[config.mk]
export PLATFORM = sky130hd
export DESIGN_NAME = if_unit
export DESIGN_NICKNAME = d
export VERILOG_FILES = /design/src/rtl/if_unit.sv
export SDC_FILE = /design/constraint.sdc
export NUM_CORES = 1
export LEC_CHECK = 0
export CORE_MARGIN = 8
export CORE_UTILIZATION = 30
export CTS_CLUSTER_DIAMETER = 150
export DETAILED_ROUTE_END_ITERATION = 8
export PLACE_DENSITY_LB_ADDON = 0.12
export SETUP_SLACK_MARGIN = 0.15
export SLEW_MARGIN = 20
export SYNTH_ARGS = -nofsm -noshare
export SYNTH_HDL_FRONTEND = slang
export SYNTH_SLANG_ARGS = --single-unit
[constraint.sdc]
create_clock -name clk -period 3.73 [get_ports clk]
set_input_delay 0.746 -clock clk [delete_from_list [all_inputs] [get_ports clk]]
set_output_delay 0.746 -clock clk [all_outputs]
set_load 0.02 [all_outputs]
[src/rtl/if_unit.sv]
// Instruction fetch stage: owns the PC, fetches from variable-latency memory, holds ins until ack.
// Optional misaligned-target halt enabled by defining IF_ALIGN_CHECK_EN.
module if_unit #(
    parameter logic [31:0] RESET_PC = 32'h0000_3000,
    parameter int unsigned CNT_W    = 16
) (
    input  logic             clk,
    input  logic             rst,
    output logic             imem_req,
    output logic [31:0]      imem_addr,
    input  logic             imem_rvalid,
    input  logic [31:0]      imem_rdata,
    output logic [31:0]      ins,
    output logic             ins_valid,
    output logic [31:0]      pc,
    output logic [31:0]      pc_plus4,
    input  logic             ins_ack,
    input  logic             branch,
    input  logic             zero,
    input  logic             jump,
    output logic [CNT_W-1:0] retired,
    output logic             halted
);

`ifdef IF_ALIGN_CHECK_EN
    typedef enum logic [1:0] {StFetch, StWait, StIssue, StHalt} state_e;
`else
    typedef enum logic [1:0] {StFetch, StWait, StIssue} state_e;
`endif

    state_e           state_q, state_d;
    logic [31:0]      pc_q, pc_d;
    logic [31:0]      ins_q, ins_d;
    logic             ins_valid_q, ins_valid_d;
    logic [CNT_W-1:0] retired_q, retired_d;
    logic [31:0]      jump_target, branch_target, next_pc_raw, next_pc;

    assign pc_plus4      = pc_q + 32'd4;
    assign jump_target   = {pc_plus4[31:28], ins_q[25:0], 2'b00};
    assign branch_target = pc_plus4 + {{14{ins_q[15]}}, ins_q[15:0], 2'b00};

    always_comb begin
        next_pc_raw = pc_plus4;
        if (jump) begin
            next_pc_raw = jump_target;
        end else if (branch && zero) begin
            next_pc_raw = branch_target;
        end
    end

`ifdef IF_ALIGN_CHECK_EN
    assign next_pc = next_pc_raw;
    assign halted  = (state_q == StHalt);
`else
    assign next_pc = next_pc_raw & ~32'h3;
    assign halted  = 1'b0;
`endif

    always_comb begin
        state_d     = state_q;
        pc_d        = pc_q;
        ins_d       = ins_q;
        ins_valid_d = ins_valid_q;
        retired_d   = retired_q;
        case (state_q)
            StFetch: begin
                // Any rvalid seen here belongs to no outstanding request.
                state_d = StWait;
            end
            StWait: begin
                if (imem_rvalid) begin
                    ins_d       = imem_rdata;
                    ins_valid_d = 1'b1;
                    state_d     = StIssue;
                end
            end
            StIssue: begin
                if (ins_ack) begin
                    pc_d        = next_pc;
                    retired_d   = retired_q + CNT_W'(1);
                    ins_valid_d = 1'b0;
                    state_d     = StFetch;
`ifdef IF_ALIGN_CHECK_EN
                    if (next_pc[1:0] != 2'b00) begin
                        state_d = StHalt;
                    end
`endif
                end
            end
            default: begin
                state_d = state_q;
            end
        endcase
    end

    always_ff @(posedge clk or posedge rst) begin
        if (rst) begin
            state_q     <= StFetch;
            pc_q        <= RESET_PC;
            ins_q       <= 32'h0;
            ins_valid_q <= 1'b0;
            retired_q   <= '0;
        end else begin
            state_q     <= state_d;
            pc_q        <= pc_d;
            ins_q       <= ins_d;
            ins_valid_q <= ins_valid_d;
            retired_q   <= retired_d;
        end
    end

    // Gated by rst so the request stays low while reset holds the FSM in fetch.
    assign imem_req  = (state_q == StFetch) && !rst;
    assign imem_addr = pc_q;
    assign ins       = ins_q;
    assign ins_valid = ins_valid_q;
    assign pc        = pc_q;
    assign retired   = retired_q;

endmodule

After elaboration in Yosys (flattened, before gate mapping)

Cells that the tools add are included.

Input bits: 39
Bits in registers: 81
Output and inout bits: 147
Word-level logic and storage cells: 30

$add $sub $neg: 3
Equal/unequal tests: 4
Reductions and logical operators: 10
Mux-type cells: 8

Operators with widths:

| operator                                                              | number |
|---|---|
| 32-bit two-way mux                                                    | 2 |
| 32-bit by 3-bit adder with 32-bit output, second input constant       | 1 |
| 32-bit adder                                                          | 1 |
| 16-bit by 1-bit adder with 16-bit output, second input constant       | 1 |
| 2-bit one-hot mux with 3 select lines                                 | 1 |
| 3-bit AND reduction                                                   | 2 |
| 2-bit two-way mux                                                     | 2 |
| 2-bit != test, second input constant                                  | 2 |
| 2-bit AND reduction                                                   | 2 |
| 3-bit nonzero test                                                    | 1 |
| 2-bit by 1-bit equality test with 1-bit output, second input constant | 1 |
| 2-bit equality test, second input constant                            | 1 |
| 1-bit logical AND                                                     | 2 |
| 2-bit logical NOT                                                     | 1 |
| 1-bit two-way mux                                                     | 2 |
| 1-bit one-hot mux with 2 select lines                                 | 1 |
| 2-bit nonzero test                                                    | 1 |
| 1-bit logical NOT                                                     | 1 |

Logic depth before layout (Yosys ltp)

Word-level depth: 4
Mapped depth: 15
Gate-level depth less buffers: 14

Worst setup path after synthesis

Ideal clock, no wire load.

Kind: flip-flop to flip-flop
Start: register pc_q[2] (netlist: imem_addr[2])
End: register pc_q[27] (netlist: imem_addr[27])
Required time: 3.661 ns
Cell stages (with the launch flop): 15
Setup time: 0.069 ns
Arrival time: 3.748 ns
Clock period less this slack: 3.817 ns
Buffers on the path: 0
Path slack: -0.087 ns
Path through: dfrtp_1 ha_1 and3_1 nand4_1 nor3_2 and3_1 xor2_1 ha_1 a21o_1 a21oi_1 nand4_1 a31oi_1 xor2_1 a2111o_1 nand3_1

Cells in the longest elaborated chain, start to end: 4

Ends and longest elaborated chain:

| what                                     | line | source |
|---|---|---|
| start: declaration                       | 32   | `logic [31:0] pc_q, pc_d;` |
| start signal: assignment                 | 105  | `pc_q <= pc_d;` |
| 32-bit by 3-bit adder with 32-bit output | 38   | `assign pc_plus4 = pc_q + 32'd4;` |
| via pc_plus4[24]                         | 16   | `output logic [31:0] pc_plus4,` |
| 32-bit adder                             | 40   | `assign branch_target = pc_plus4 + {{14{ins_q[15]}}, ins_q[15:0], 2'b00};` |
| 32-bit two-way mux                       | 46   | `end else if (branch && zero) begin` |
| 32-bit two-way mux                       | 44   | `if (jump) begin` |

The timed path passes the listed nets, and every way through them passes these cells.
A chain may end at the register's enable or synchronous reset.

Final worst setup path

Start: register pc_q[12] (netlist: imem_addr[12])
End: output pc_plus4[22]

Cells in the longest elaborated chain, start to end: 1

Ends and longest elaborated chain:

| what                                     | line |
|---|---|
| 32-bit by 3-bit adder with 32-bit output | 38 |
| end: declaration                         | 16 |

Every way passes these cells.

==> impl_metrics.py <==
metrics = {
    "worst_setup_path": {
        "worstReg2RegEnd": "imem_addr[30]$_DFFE_PP0P_",
        "max_stage_delay_ns": 0.68,
        "crit_path_frequent_cell": "buf_6",
        "reg2regPathDepth": 15,
        "start_kind": "register",
        "critPathCaptureType": "primary output",
        "path_buf_inv": 3,
        "arrival_ns": 2.74,
        "cp_top_family": "buffers and inverters",
        "r2r_slack_ns": 0.25,
        "cp_cell_sequence": "and4_4 > nand4_1 > buf_6 > nor3_4 > buf_6 > xor2_4 > clkdlybuf4s50_1",
        "cp_slowest_cell": "clkdlybuf4s50_1",
        "worst-setup-path-type": "register to primary output",
        "critPathLaunch": "imem_addr[12]$_DFFE_PP1P_",
        "critPathMaxFanout": 5,
        "required_ns": 2.98,
        "r2r-start": "imem_addr[12]$_DFFE_PP1P_",
    },
    "cts": {
        "clock_sinks": 81,
        "ctsRootBufferMaster": "clkbuf_16",
        "cts_tree": "yes",
        "postCtsHoldBufs": 0,
        "cts_buffer_depth": 2,
        "cts.clk_slew.worst_paths_ns": 0.07,
        "numCtsBuffers": 9,
        "htreeDepth": 3,
        "insertion_delay_ns": 0.35,
    },
    "power": {
        "p_int_mw": 4.82,
        "leakagePower_nw": 3.82,
        "power.density_nw_per_um2": 1040,
        "pwr-share-clk_pct": 11.0,
        "power_frac_comb_pct": 70.2,
        "swShare_pct": 47.6,
        "switchingPower_mw": 4.38,
        "seq_power_share_pct": 18.8,
        "max-vdd-ir-drop_mv": 0.539,
    },
    "routing": {
        "drtIter0Drc": 332,
        "dr.pass1.iters": 5,
        "post_drt_via_cell_ratio": 5.11,
        "wl_per_cell_um": 18.4,
        "vias": 5840,
        "wl_um": 21000,
        "ant_nets": 0,
        "drc": 0,
    },
    "cells_and_area": {
        "final_util_pct": 44.0,
        "syn_to_final_growth_pct": 44.0,
        "fin_nets": 948,
        "fillCellCount": 1957,
        "drive_gt1_share_pct": 17.3,
        "antenna_cells": 0,
    },
    "synthesis": {
        "synth_seq_area_share_pct": 32.9,
        "syn_avg_cell_area_um2": 8.97,
        "async_flop_share_pct": 100,
        "syn_inst": 687,
        "yosysTopAreaCell": "dfrtp_1",
        "synth_top_area_share_pct": 32.1,
        "synth.area.top_cells": "dfrtp_1, ha_1, xnor2_1",
        "synth_flop_cell": "dfrtp_1",
        "synth_area_um2": 6160,
        "synth_cell_type_count": 69,
        "synth_most_common_cell": "dfrtp_1",
        "synth.yosys.warnings": 0,
        "synth-edff-count": 0,
        "ys_top_cells_by_count": "dfrtp_1, nand2_1, o21ai_0",
        "ys_seq_elements": 81,
    },
    "floorplanning": {
        "io_pins": 186,
        "start_util_pct": 30.6,
        "core_area_um2": 20200,
        "fp.dieW_um": 159,
        "std_cell_rows": 52,
        "dieArea_um2": 25400,
        "dieHeight_um": 159,
    },
    "placed_design": {
        "hpwlAfterDp_um": 16400,
        "io_buffers": 178,
        "dp_slack_ns": 0.0708,
        "gp_congestion": 0.870,
    },
    "sta": {
        "finalCriticalPeriod_ns": 3.48,
        "rsz0062_at_grt": "true",
        "slew_violations": 0,
        "tightest_slew_ns": 0.837,
        "skew_ns": 0.00864,
        "setup_tns_ns": 0,
        "fin_crit_sh_pct": 93.4,
        "hold_viol": 0,
        "fmax_mhz": 287,
        "fin_ws_ns": 0.247,
        "relSlewSlack_pct": 44.0,
        "setup_viol": 0,
    },
    "global_route": {
        "grt_pass1_wl_um": 33800,
        "grt_max_degree": 54,
        "grt_pass1_vias": 5902,
        "track_usage_pct": 16.5,
        "antenna_found_initial": 0,
        "grt-ovfl-total": 0,
    },
    "hold_path": {
        "min_path_cells": 1,
        "worstHoldStart": "retired[15]$_DFFE_PP0P_",
        "hold_path_class": "register to register",
        "worstHoldEndpoint": "retired[15]$_DFFE_PP0P_",
    },
    "run": {
        "cap_viol_max_count": 0,
    },
    "outcome": {
        "status": "finished clean",
    },
}
==> power groups by stage <==
stage,Combinational [mW],Clock [mW],Sequential (mW)
4_1_cts,6.32,1.04,1.72
5_1_grt,7.02,1.07,1.80
3_5_place_dp,6.22,0,1.73
2_1_floorplan,3.55,0,2.09
6_report,6.46,1.02,1.73
3_3_place_gp,6.23,0,1.71
==> worst max path at each step <==
stage,endpoint,slack (ns),depth (start not counted)
final,pc_plus4[22],0.25,7
after global routing,imem_addr[27]$_DFFE_PP0P_,0.07,16
after CTS,imem_addr[23]$_DFFE_PP0P_,0.13,14
after detailed placement,imem_addr[23]$_DFFE_PP0P_,0.07,15
after global placement,imem_addr[28]$_DFFE_PP0P_,0.14,13
after floorplan,imem_addr[27]$_DFFE_PP0P_,0.15,13
==> worst register-to-register path, cell delays in order, from the launching register on <==
cell and delay [ns]:
dfstp_2 0.53, and4_4 0.25, nand4_1 0.14, buf_6 0.18
nor3_4 0.27, and3_4 0.26, xor2_4 0.21, ha_4 0.24
buf_4 0.15, a21o_1 0.16, a21oi_2 0.15, o21ai_0 0.10
a21o_1 0.20, a211o_1 0.29, mux2i_1 0.18, a211oi_1 0.06
==> area by class of cell <==
type                            count  area, um^2  share of cell area [%]
Clock inverter                      7         111                    1.25
Clock buffer                        9         225                    2.54
Inverter                           18        70.1                   0.790
Tap cell                          270         338                    3.81
Sequential cell                    81        2030                    22.9
Multi-Input combinational cell    532        3940                    44.4
Timing Repair Buffer              225        2160                    24.3
==> layout by cell type, fill, tap and decap left out, types with 4 or more instances in the layout <==
cell type          n
o21bai_1           6
and3_1             9
nand2_1           67
o22ai_1            5
xnor2_2            5
nand4_1           16
dfrtp_1           77
and2_1             5
xor2_1            17
a211oi_1           8
buf_4             44
nor2_1            42
xnor2_1           37
clkbuf_16          9
o21ai_0           46
a21oi_1           46
a31oi_1            5
o21ai_1            5
o211ai_1           9
conb_1             7
a211oi_2           4
nor3_1            10
ha_1              36
xor2_2             4
mux2_2            32
inv_1             17
nand3_1           17
clkdlybuf4s50_1  171
and4_1             5
a21o_1            19
==> repair_timing <==
| action | CTS | global route |
|---|---|---|
| setup buffers | 1 | 3 |
| endpoints found under the setup margin | 12 | 18 |
| gates resized for setup | 15 | 32 |
| pin swaps | 2 | 6 |
==> registers in the layout (all words and copies together) (netlist names) <==
signal	flops
imem_addr	30
ins	32
ins_valid	1
retired	16
state_q	2
==> cell families (layout without fill, tap and decap cells) <==
family	after synthesis	count (layout)	synth area share, %
AOI/OAI and AO/OA	190	190	20.0
DFF	81	81	32.9
muxes	33	33	6.01
adders and majority gates	42	42	8.65
and+or+nand+nor	195	195	15.8
other	1	7	0.0609
buffers and inverters	80	259	7.19
xor gates and xnor gates	65	65	9.36
==> routing by layer <==
layer	GRT usage, %	share of wire, %	vias up
li1	-	-	2807
met1	21.4	47	2824
met2	27.0	46	193
met3	3.85	5.9	16
met4	4.37	1.2	0
met5	0	0	-
==> stage by stage <==
step,instances,power [mW],hold slack [ns],area (um^2)
floorplan,693,5.64,0.533,6240
global placement,1122,7.95,0.462,8330
detailed placement,1122,7.95,0.482,8330
CTS,1139,9.08,0.496,8710
global route,1142,9.89,0.517,8870
finish,1142,9.20,0.492,8870
Power figures use the tool's default switching activity.
